[config.mk]
export PLATFORM = sky130hd
export DESIGN_NAME = updown_counter_multidigit
export DESIGN_NICKNAME = d
export VERILOG_FILES = /design/src/rtl/updown_counter_multidigit.sv
export SDC_FILE = /design/constraint.sdc
export NUM_CORES = 1
export LEC_CHECK = 0
export BUFFER_PORTS_ARGS = -buffer_cell sky130_fd_sc_hd__buf_2
export CORE_ASPECT_RATIO = 0.8
export CORE_MARGIN = 4
export CORE_UTILIZATION = 50
export CTS_CLUSTER_DIAMETER = 30
export DETAILED_ROUTE_END_ITERATION = 6
export HOLD_SLACK_MARGIN = 0.02
export PLACE_DENSITY_LB_ADDON = 0.3
export SYNTH_ARGS = -nofsm -noshare
export SYNTH_HDL_FRONTEND = slang
export SYNTH_SLANG_ARGS = --single-unit
[constraint.sdc]
create_clock -name clk -period 2.67 [get_ports clk]
set_input_delay 0.534 -clock clk [delete_from_list [all_inputs] [get_ports clk]]
set_output_delay 0.534 -clock clk [all_outputs]
set_load 0.02 [all_outputs]
[src/rtl/updown_counter_multidigit.sv]
// Multi-digit up/down counter, one nibble per digit, selectable radix, load/wrap/saturate.
// Latency: count and wrap pulses are registered one clock after the qualifying edge; at_max/at_zero are combinational.
// Backpressure: none; every inc/dec/load request is acted on in the cycle it qualifies.
//
// Ports:
//   clk, reset         rising-edge clock, asynchronous active-high reset
//   inc, dec           increment / decrement requests (edge- or level-qualified by EDGE_DETECT)
//   load, load_value   synchronous parallel load, digits >= RADIX clamped to RADIX-1
//   sat_mode           0 = wrap at the limits, 1 = saturate at the limits
//   count              current value, digit k in bits [4k+3:4k], digit 0 least significant
//   wrap_up/wrap_down  one-cycle pulses coincident with a wrapped count
//   at_max/at_zero     all digits at RADIX-1 / all digits at 0
module updown_counter_multidigit #(
    parameter int DIGITS      = 2,
    parameter int RADIX       = 16,
    parameter int EDGE_DETECT = 1
) (
    input  logic                  clk,
    input  logic                  reset,
    input  logic                  inc,
    input  logic                  dec,
    input  logic                  load,
    input  logic [4*DIGITS-1:0]   load_value,
    input  logic                  sat_mode,
    output logic [4*DIGITS-1:0]   count,
    output logic                  wrap_up,
    output logic                  wrap_down,
    output logic                  at_max,
    output logic                  at_zero
);

    localparam logic [3:0] DMAX = 4'(RADIX - 1);
    localparam logic [4:0] RAD5 = 5'(RADIX);

    logic                inc_q;
    logic                dec_q;
    logic                inc_ev;
    logic                dec_ev;
    logic                carry;
    logic                borrow;
    logic [4*DIGITS-1:0] inc_val;
    logic [4*DIGITS-1:0] dec_val;
    logic [4*DIGITS-1:0] load_clamped;
    logic [4*DIGITS-1:0] count_nxt;
    logic                wrap_up_nxt;
    logic                wrap_down_nxt;

    // History registers sample every cycle so that a level held across a load
    // does not produce a fresh edge afterwards.
    assign inc_ev = (EDGE_DETECT != 0) ? (inc & ~inc_q) : inc;
    assign dec_ev = (EDGE_DETECT != 0) ? (dec & ~dec_q) : dec;

    always_comb begin
        at_max  = 1'b1;
        at_zero = 1'b1;
        for (int k = 0; k < DIGITS; k++) begin
            if (count[4*k +: 4] != DMAX) at_max  = 1'b0;
            if (count[4*k +: 4] != 4'd0) at_zero = 1'b0;
        end
    end

    // Ripple increment: digits at RADIX-1 roll to 0 and pass the carry on.
    // From all-max this naturally yields all-zero, which is the wrap value.
    always_comb begin
        inc_val = count;
        carry   = 1'b1;
        for (int k = 0; k < DIGITS; k++) begin
            if (carry) begin
                if (count[4*k +: 4] == DMAX) begin
                    inc_val[4*k +: 4] = 4'd0;
                end else begin
                    inc_val[4*k +: 4] = count[4*k +: 4] + 4'd1;
                    carry             = 1'b0;
                end
            end
        end
    end

    // Ripple decrement: digits at 0 roll to RADIX-1 and pass the borrow on.
    always_comb begin
        dec_val = count;
        borrow  = 1'b1;
        for (int k = 0; k < DIGITS; k++) begin
            if (borrow) begin
                if (count[4*k +: 4] == 4'd0) begin
                    dec_val[4*k +: 4] = DMAX;
                end else begin
                    dec_val[4*k +: 4] = count[4*k +: 4] - 4'd1;
                    borrow            = 1'b0;
                end
            end
        end
    end

    always_comb begin
        load_clamped = load_value;
        for (int k = 0; k < DIGITS; k++) begin
            if ({1'b0, load_value[4*k +: 4]} >= RAD5) load_clamped[4*k +: 4] = DMAX;
        end
    end

    always_comb begin
        count_nxt     = count;
        wrap_up_nxt   = 1'b0;
        wrap_down_nxt = 1'b0;
        if (load) begin
            count_nxt = load_clamped;
        end else if (inc_ev && !dec_ev) begin
            if (!(at_max && sat_mode)) begin
                count_nxt   = inc_val;
                wrap_up_nxt = at_max;
            end
        end else if (dec_ev && !inc_ev) begin
            if (!(at_zero && sat_mode)) begin
                count_nxt     = dec_val;
                wrap_down_nxt = at_zero;
            end
        end
    end

    always_ff @(posedge clk or posedge reset) begin
        if (reset) begin
            count     <= '0;
            wrap_up   <= 1'b0;
            wrap_down <= 1'b0;
            inc_q     <= 1'b0;
            dec_q     <= 1'b0;
        end else begin
            count     <= count_nxt;
            wrap_up   <= wrap_up_nxt;
            wrap_down <= wrap_down_nxt;
            inc_q     <= inc;
            dec_q     <= dec;
        end
    end

endmodule

# After elaboration in Yosys (flattened, before gate mapping)
# Index checks and enable logic that the tools add are counted.
# op_classes
add_sub_neg,4
reduce_logical,14
muxes,24
n_eq_ne,7
bitwise_logic,4
# op_table
op,n
$mux W8,5
$mux W4,6
$mux W1,13
$ne A3 B3 Y1 const B,3
$add A4 B1 Y4 const B,2
$eq A4 B4 Y1 const B,2
$logic_not A4 Y1,2
$ne A4 B4 Y1 const B,2
$reduce_bool A4 Y1,2
$sub A4 B1 Y4 const B,2
$reduce_bool A3 Y1,2
$reduce_and A5 Y1,1
$logic_and A1 B1 Y1,4
$reduce_and A3 Y1,1
$and A1 B1 Y1,2
$logic_not A1 Y1,2
$not A1 Y1,2
# totals
output_inout_bits,12
wordCells,59
in_bits,14
register_bits,12

# Longest topological paths before layout
# Gate-level depths: netlist of run 1.
# depth
word_depth,8
ltp_mapped,7
ltp_nobuf,7

# Worst setup path before layout of run 1
# No wires, ideal clock.
# synth_timing
kind,reg2reg
from,reg count[0]
to,reg count[4]
setup_slack_ps,324
setup_time_ps,136
path_buffers,0
period_less_slack_ps,2346
arrival_ps,2209
t_required_ps,2534
path_stages_with_launch,8
cell_sequence,dfrtp_1 > inv_1 > ha_1 > or3b_4 > or4_4 > a22o_4 > a21oi_1 > o31ai_2
# synth_via
elab_chain_cells,6
elab_cells_between_ends,17
classes_between,eq/ne: 5; mux: 6; reduce/logical: 6
# synth_rtl
element,line_no,rtl
from (decl),25,"output logic [4*DIGITS-1:0] count,"
from (signal assigned),129,count <= count_nxt;
$ne A4 B4 Y1 or $reduce_bool A4 Y1 (tied branches),"57, 58",
$mux W1 (on tied branches) (2 in a row),"57, 58",
$logic_and A1 B1 Y1 (on tied branches),"109, 114",
$ne A3 B3 Y1 (no line),--,
$reduce_and A5 Y1 (no line) *,--,
# Every way passes the cells marked *; elsewhere a longest branch is shown, timed or not.
# A chain may end at the register's enable or synchronous reset.

# Worst setup path in the final report of run 1
# layout_timing
from,reg count[0]
to,out at_zero
# layout_via
elab_chain_cells,3
# layout_rtl
element,line_no,rtl
$reduce_bool A4 Y1,58,if (count[4*k +: 4] != 4'd0) at_zero = 1'b0;
$mux W1 (2 in a row),58,
to (decl),29,output logic at_zero
# No other way between the ends.

==> results of run 1 <==
[layout make-up]
class                           count  area (µm²)  share of cell area, %
Clock buffer                        4        36.3                   3.32
Inverter                            9        33.8                   3.09
Multi-Input combinational cell     79         562                   51.4
Sequential cell                    12         300                   27.5
Tap cell                           22        27.5                   2.52
Timing Repair Buffer               26         133                   12.1
[worst max path at each step]
stage | from | to | slack (ns)
floorplan | count[0] | count[4] | 0.32
detailed placement | count[0] | count[4] | 0.28
CTS | count[0] | at_zero | 0.17
global placement | count[0] | count[3] | 0.37
finish | count[0] | at_zero | 0.16
global route | count[0] | at_zero | 0.02
[flip-flops by register name, indices dropped and copies added, names as in the netlist]
register / flops
dec_q: 1
count: 8
wrap_down: 1
wrap_up: 1
inc_q: 1
[logic make-up (layout without fill, tap and decap cells)]
logic type | after synthesis | in the layout
xor+xnor | 2 | 2
compound gates | 35 | 35
fa+ha+maj | 4 | 4
buf+inv | 13 | 39
simple gates | 36 | 36
mux | 2 | 2
flops | 12 | 12
[placed cells by master, fill, tap and decap left out, types with 2 or more instances in the layout]
cell type  netlist  routed
xnor2_1          2       2
a31oi_1          4       4
buf_2            1      25
a21oi_1          7       7
and3_1           4       4
o31ai_1          2       2
o31ai_2          2       2
mux2i_1          2       2
o21ai_1          2       2
nand3_1          4       4
o21ai_0          4       4
and2_1           3       3
or4_1            2       2
clkbuf_4         0       3
a211oi_1         2       2
dfrtp_1         12      12
nor2_1           7       7
o21bai_1         3       3
nand2b_1         3       3
nand2_1          6       6
ha_1             4       4
inv_1            9       9
[critical path, delay by kind of cell, from the launching register on]
| family | cells | cell delay [ns] |
|---|---|---|
| and+or+nand+nor | 2 | 0.67 |
| DFF | 1 | 0.45 |
| buffers and inverters | 2 | 0.36 |
| adders and majority gates | 1 | 0.21 |
[report_power, final]
part | internal, µW | switching (µW) | total, µW
Clock | 82.9 | 61.1 | 144
Sequential | 197 | 28.6 | 226
Combinational | 74.3 | 105 | 179
[per-stage QoR]
stage          hold WS [ns]  instance area (µm²)
3_5_place_dp          0.571                 1060
5_1_grt               0.300                 1090
3_3_place_gp          0.563                 1060
2_1_floorplan         0.399                  920
4_1_cts               0.274                 1090
6_report              0.261                 1090
[layer usage]
| metal | wire length (µm) | up-vias |
|---|---|---|
| li1 | - | 440 |
| met1 | 996 | 429 |
| met2 | 1140 | 44 |
| met3 | 223 | 4 |
| met4 | 18 | 0 |
| met5 | 0 | - |
==> impl_metrics.json, run 1 <==
{
  "crit_chain": "inv_1, ha_1, or3b_4, nor3_1, buf_2",
  "cts_tree": "built",
  "start_kind": "register",
  "reg2reg_slack_ns": 0.25,
  "fin_tns_setup_ns": 0,
  "grt_pass1_vias": 885,
  "drive_gt1_share_pct": 28.5,
  "diodes": 0,
  "htree_num_levels": 1,
  "dp_hpwl_mm": 1.88,
  "async_reset_ff_share_pct": 100,
  "synth_area_um2": 920,
  "numPortBuffers": 25,
  "seq_area_frac_synth_pct": 32.7,
  "synth-edff-count": 0,
  "busiest_layer": "met2",
  "finClkSkew_ns": 0.00157,
  "use_met2_pct": 35.6,
  "track_usage_pct": 19.7,
  "synth_xor_area_share_pct": 1.90,
  "maxCapViolCount": 0,
  "initial_core_util_pct": 54.9,
  "die_h_um": 46.4,
  "cts_sinks": 12,
  "fin_ws_ns": 0.162,
  "r2r-end": "count[3]",
  "num_io_pins": 26,
  "synthSimpleGateAreaFrac_pct": 21.9,
  "avgRoutedWirePerCell_um": 15.7,
  "insertion_delay_ns": 0.27,
  "ys.flop_type": "dfrtp_1",
  "synthTopCellsByCount": "dfrtp_1 (12), inv_1 (9), a21oi_1 (7), nor2_1 (7), nand2_1 (6)",
  "status": "complete, no violations",
  "core_area_um2": 1680,
  "synth_top_area_share_pct": 32.7,
  "reg2reg_depth": 7,
  "postCtsResizedCells": 0,
  "drc": 0,
  "p_leak_uw": 0.000515,
  "final_util_pct": 65.2,
  "cts_root_buffer": "clkbuf_4",
  "synth_nets": 122,
  "min_path_type": "input pin to asynchronous set/reset pin",
  "grt_use_met1_pct": 23.1,
  "cp.required_ns": 2.14,
  "grt_max_degree": 13,
  "gr-total-overflow": 0,
  "ctsHoldBuffers": 0,
  "via_per_inst": 6.03,
  "rows": 13,
  "synth.largest_area_cell": "dfrtp_1",
  "period_share_pct": 93.9,
  "finalSetupViolCount": 0,
  "crit_type": "register to primary output",
  "ys_ff_latch": 12,
  "first_iter_violations": 38,
  "vdd_drop_max_mv": 0.305,
  "synth.mux.area_fraction_pct": 2.18,
  "synth_top_family_by_area": "compound AO/OA/AOI/OAI gates",
  "path_clk_slew_ns": 0.07,
  "hold_viol_final": 0,
  "die_area_um2": 2590,
  "critPathSlowestCell": "dfrtp_1",
  "synthCells": 104,
  "gp_congestion": 0.834,
  "reg2reg_from": "count[0]",
  "path_max_fanout": 8,
  "power.total_uw": 549,
  "synth_fa_ha_area_share_pct": 5.44,
  "vias": 917,
  "critPathArrivalTime_ns": 1.97,
  "synth_compound_area_share_pct": 29.7,
  "nets": 149,
  "clockBufferDepth": 2,
  "fin_cells": 152,
  "grtUsageMet3_pct": 7.28,
  "cts_buffers": 3,
  "rsz0062_at_grt": "false",
  "dp_cells": 148,
  "place_ws_ns": 0.282,
  "period_minus_slack_ns": 2.51,
  "post_cts_buffers": 0,
  "slowest_delay_ns": 0.45,
  "slew_viol_final": 0,
  "avgSynthCellArea_um2": 8.84,
  "clock.fmax_mhz": 399,
  "drt_first_pass_iters": 6,
  "antenna_found_initial": 0,
  "slew_headroom_pct": 68.1,
  "area_delta_synth_final_pct": 18.8,
  "ys_top_cells_by_area": "dfrtp_1 (33%), ha_1 (5.4%), a21oi_1 (3.8%)",
  "die_w_um": 56.0,
  "power_density_nw_per_um2": 503,
  "tightestPinTransition_ns": 0.478,
  "synth-warning-count": 0,
  "drtAntennaViolNets": 0,
  "yosysMostFrequentCell": "dfrtp_1",
  "drt-total-wl_mm": 2.38,
  "yosysUniqueCellTypes": 39,
  "fillCellCount": 150,
  "endpoint_kind": "primary output",
  "grt_pass1_wl_mm": 3.94
}
Note: power is estimated with default switching activity, not from simulation.
==> run 2, diff against run 1 <==
- ABC_AREA: unset -> 1
- CORE_MARGIN: 4 -> unset
- CORE_UTILIZATION: 50 -> 52
==> run 2 against run 1 <==
Against the previous run:
- combinational power increased by 150%
- critical path type unchanged
- register-to-register slack gained 0.72 ns
- highest routed layer unchanged
- sequential power up 34%
- flip-flop and latch count did not move
- clock skew increased by 0.0050 ns
- worst hold slack got worse by 0.014 ns
- final area grew 7.3%
- cell count grew 28%
- routed wire length increased by 7.0%
- critical endpoint is now at_max
==> impl_metrics.json, run 2 <==
{
  "rows": 13,
  "intPower_uw": 441,
  "route.met2.wl_mm": 1.18,
  "avgRoutedWirePerCell_um": 13.1,
  "nets": 192,
  "ys.flop_type": "dfrtp_1",
  "swShare_pct": 48.7,
  "initial_core_util_pct": 58.9,
  "finalSetupViolCount": 0,
  "cts_root_buffer": "clkbuf_4",
  "track_usage_pct": 25.5,
  "synthTopCellsByCount": "nand2_1 (47), nand3_1 (20), dfrtp_1 (12), inv_1 (12), nor2_1 (10)",
  "synth-warning-count": 0,
  "top_layer": "met4",
  "min_path_type": "input pin to asynchronous set/reset pin",
  "ys_ff_latch": 12,
  "combPwrFrac_pct": 51.6,
  "core_area_um2": 1740,
  "power_density_nw_per_um2": 734,
  "status": "complete, no violations",
  "dp_cells": 191,
  "endpoint_kind": "primary output",
  "finClkSkew_ns": 0.00658,
  "worst_hold_slack_ns": 0.247,
  "vias": 1044,
  "clockBufferDepth": 2,
  "yosysUniqueCellTypes": 25,
  "insertion_delay_ns": 0.28,
  "die_area_um2": 2150,
  "cts_buffers": 3,
  "period_share_pct": 79.4,
  "critPathArrivalTime_ns": 1.59,
  "place_ws_ns": 0.901,
  "rsz0062_at_grt": "false",
  "drtAntennaViolNets": 0,
  "slew_headroom_pct": 69.2,
  "start_kind": "register",
  "ctsHoldBuffers": 0,
  "htree_num_levels": 1,
  "postCtsResizedCells": 0,
  "cts_tree": "built",
  "drt-met1-wl_mm": 1.19,
  "fin_ws_ns": 0.551,
  "grt_pass1_vias": 918,
  "die_w_um": 51.6,
  "num_io_pins": 26,
  "die_h_um": 41.7,
  "hold_viol_final": 0,
  "layout_common_cells": "nand2_1 (47), buf_2 (25), nand3_1 (20), inv_1 (12), dfrtp_1 (12)",
  "synth_area_um2": 1020,
  "synth.largest_area_cell": "dfrtp_1",
  "post_dp_cell_area_um2": 1150,
  "maxCapViolCount": 0,
  "wl_met3_um": 161,
  "tightestPinTransition_ns": 0.461,
  "post_cts_buffers": 0,
  "diodes": 0,
  "largest_reg_flops": 8,
  "path_max_fanout": 7,
  "ys_top_cells_by_area": "dfrtp_1 (29%), nand2_1 (17%), nand3_1 (9.8%)",
  "vdd_drop_max_mv": 0.484,
  "p_clk_share_pct": 13.3,
  "gp_congestion": 0.890,
  "cp.required_ns": 2.14,
  "drive_gt1_share_pct": 28.5,
  "via_per_inst": 5.38,
  "gr-total-overflow": 0,
  "grt_pass1_wl_mm": 4.06,
  "switching_power_uw": 419,
  "avgSynthCellArea_um2": 6.97,
  "slew_viol_final": 0,
  "synth_nets": 165,
  "synth_top_area_share_pct": 29.3,
  "synth-edff-count": 0,
  "drt-total-wl_mm": 2.55,
  "p_leak_uw": 0.000627,
  "cts_sinks": 12,
  "synthCells": 147,
  "yosysMostFrequentCell": "nand2_1",
  "numPortBuffers": 25,
  "drt_first_pass_iters": 4,
  "crit_type": "register to primary output",
  "seq_area_frac_synth_pct": 29.3,
  "fin_tns_setup_ns": 0,
  "clock.fmax_mhz": 472,
  "first_iter_violations": 49,
  "dp_hpwl_mm": 1.89,
  "grt_max_degree": 14,
  "layout_commonest_cell": "nand2_1",
  "antenna_found_initial": 0,
  "async_reset_ff_share_pct": 100,
  "final_cell_area_um2": 1170,
  "period_minus_slack_ns": 2.12,
  "fin_cells": 194,
  "seq_power_share_pct": 35.1,
  "path_clk_slew_ns": 0.08,
  "area_delta_synth_final_pct": 14.4,
  "drc": 0,
  "largest-register": "count"
}
-- run 2: changes by cell type after synthesis, moves of 4 or more --
cell | before | now
nor2_4 | 0 | 5
nand3_1 | 4 | 20
a21oi_1 | 7 | 1
a31oi_1 | 4 | 0
nor2_2 | 0 | 4
nand2_1 | 6 | 47
-- run 2: logic make-up after synthesis --
family,after synthesis,synth area share [%]
flops,12,29.3
simple gates,97,46.4
compound gates,12,7.81
fa+ha+maj,4,4.88
xor+xnor,4,3.42
buf+inv,18,8.18
-- run 2: path summary, 6_finish.rpt --
| check | endpoint | slack (ns) | depth (start not counted) | startpoint |
|---|---|---|---|---|
| worst max-delay path | at_max | 0.55 | 4 | count[5] |
| worst min-delay path | dec_q | 0.25 | 2 | reset |
| worst max register to register | count[7] | 0.97 | 9 | count[4] |
| worst min register to register | count[4] | 0.63 | 2 | count[4] |
| max in group asynchronous | wrap_down | 2.10 | 2 | reset |
| min in group clk | inc_q | 0.38 | 1 | inc |
-- run 2: through the flow --
stage	total power [µW]	util (%)
global placement	732	66.1
finish	860	67.4
CTS	854	67.4
global route	922	67.4
detailed placement	742	66.1
floorplan	644	-
-- run 2: metal layers --
metal  track usage [%]  vias up
li1                  -      527
met1              35.5      471
met2              40.3       44
met3              6.59        2
met4              3.78        0
met5                 0        -
-- run 2: power groups by stage --
stage | registers [µW] | logic (µW) | clock network, µW
2_1_floorplan | 319 | 325 | 0
3_3_place_gp | 297 | 434 | 0
3_5_place_dp | 302 | 440 | 0
4_1_cts | 299 | 443 | 112
5_1_grt | 309 | 488 | 125
6_report | 302 | 444 | 114
-- run 2: critical path, cell delays in order, from the launching register on --
cell     delay, ns
dfrtp_1       0.47
ha_1          0.25
nand3_2       0.15
nor2_2        0.23
buf_2         0.20
-- run 2: final cells by class --
cell class                      instances  area, µm²
Multi-Input combinational cell        117        641
Fill cell                             166        568
Sequential cell                        12        300
Timing Repair Buffer                   25        125
Inverter                               15       56.3
Tap cell                               22       27.5
Clock buffer                            3       22.5
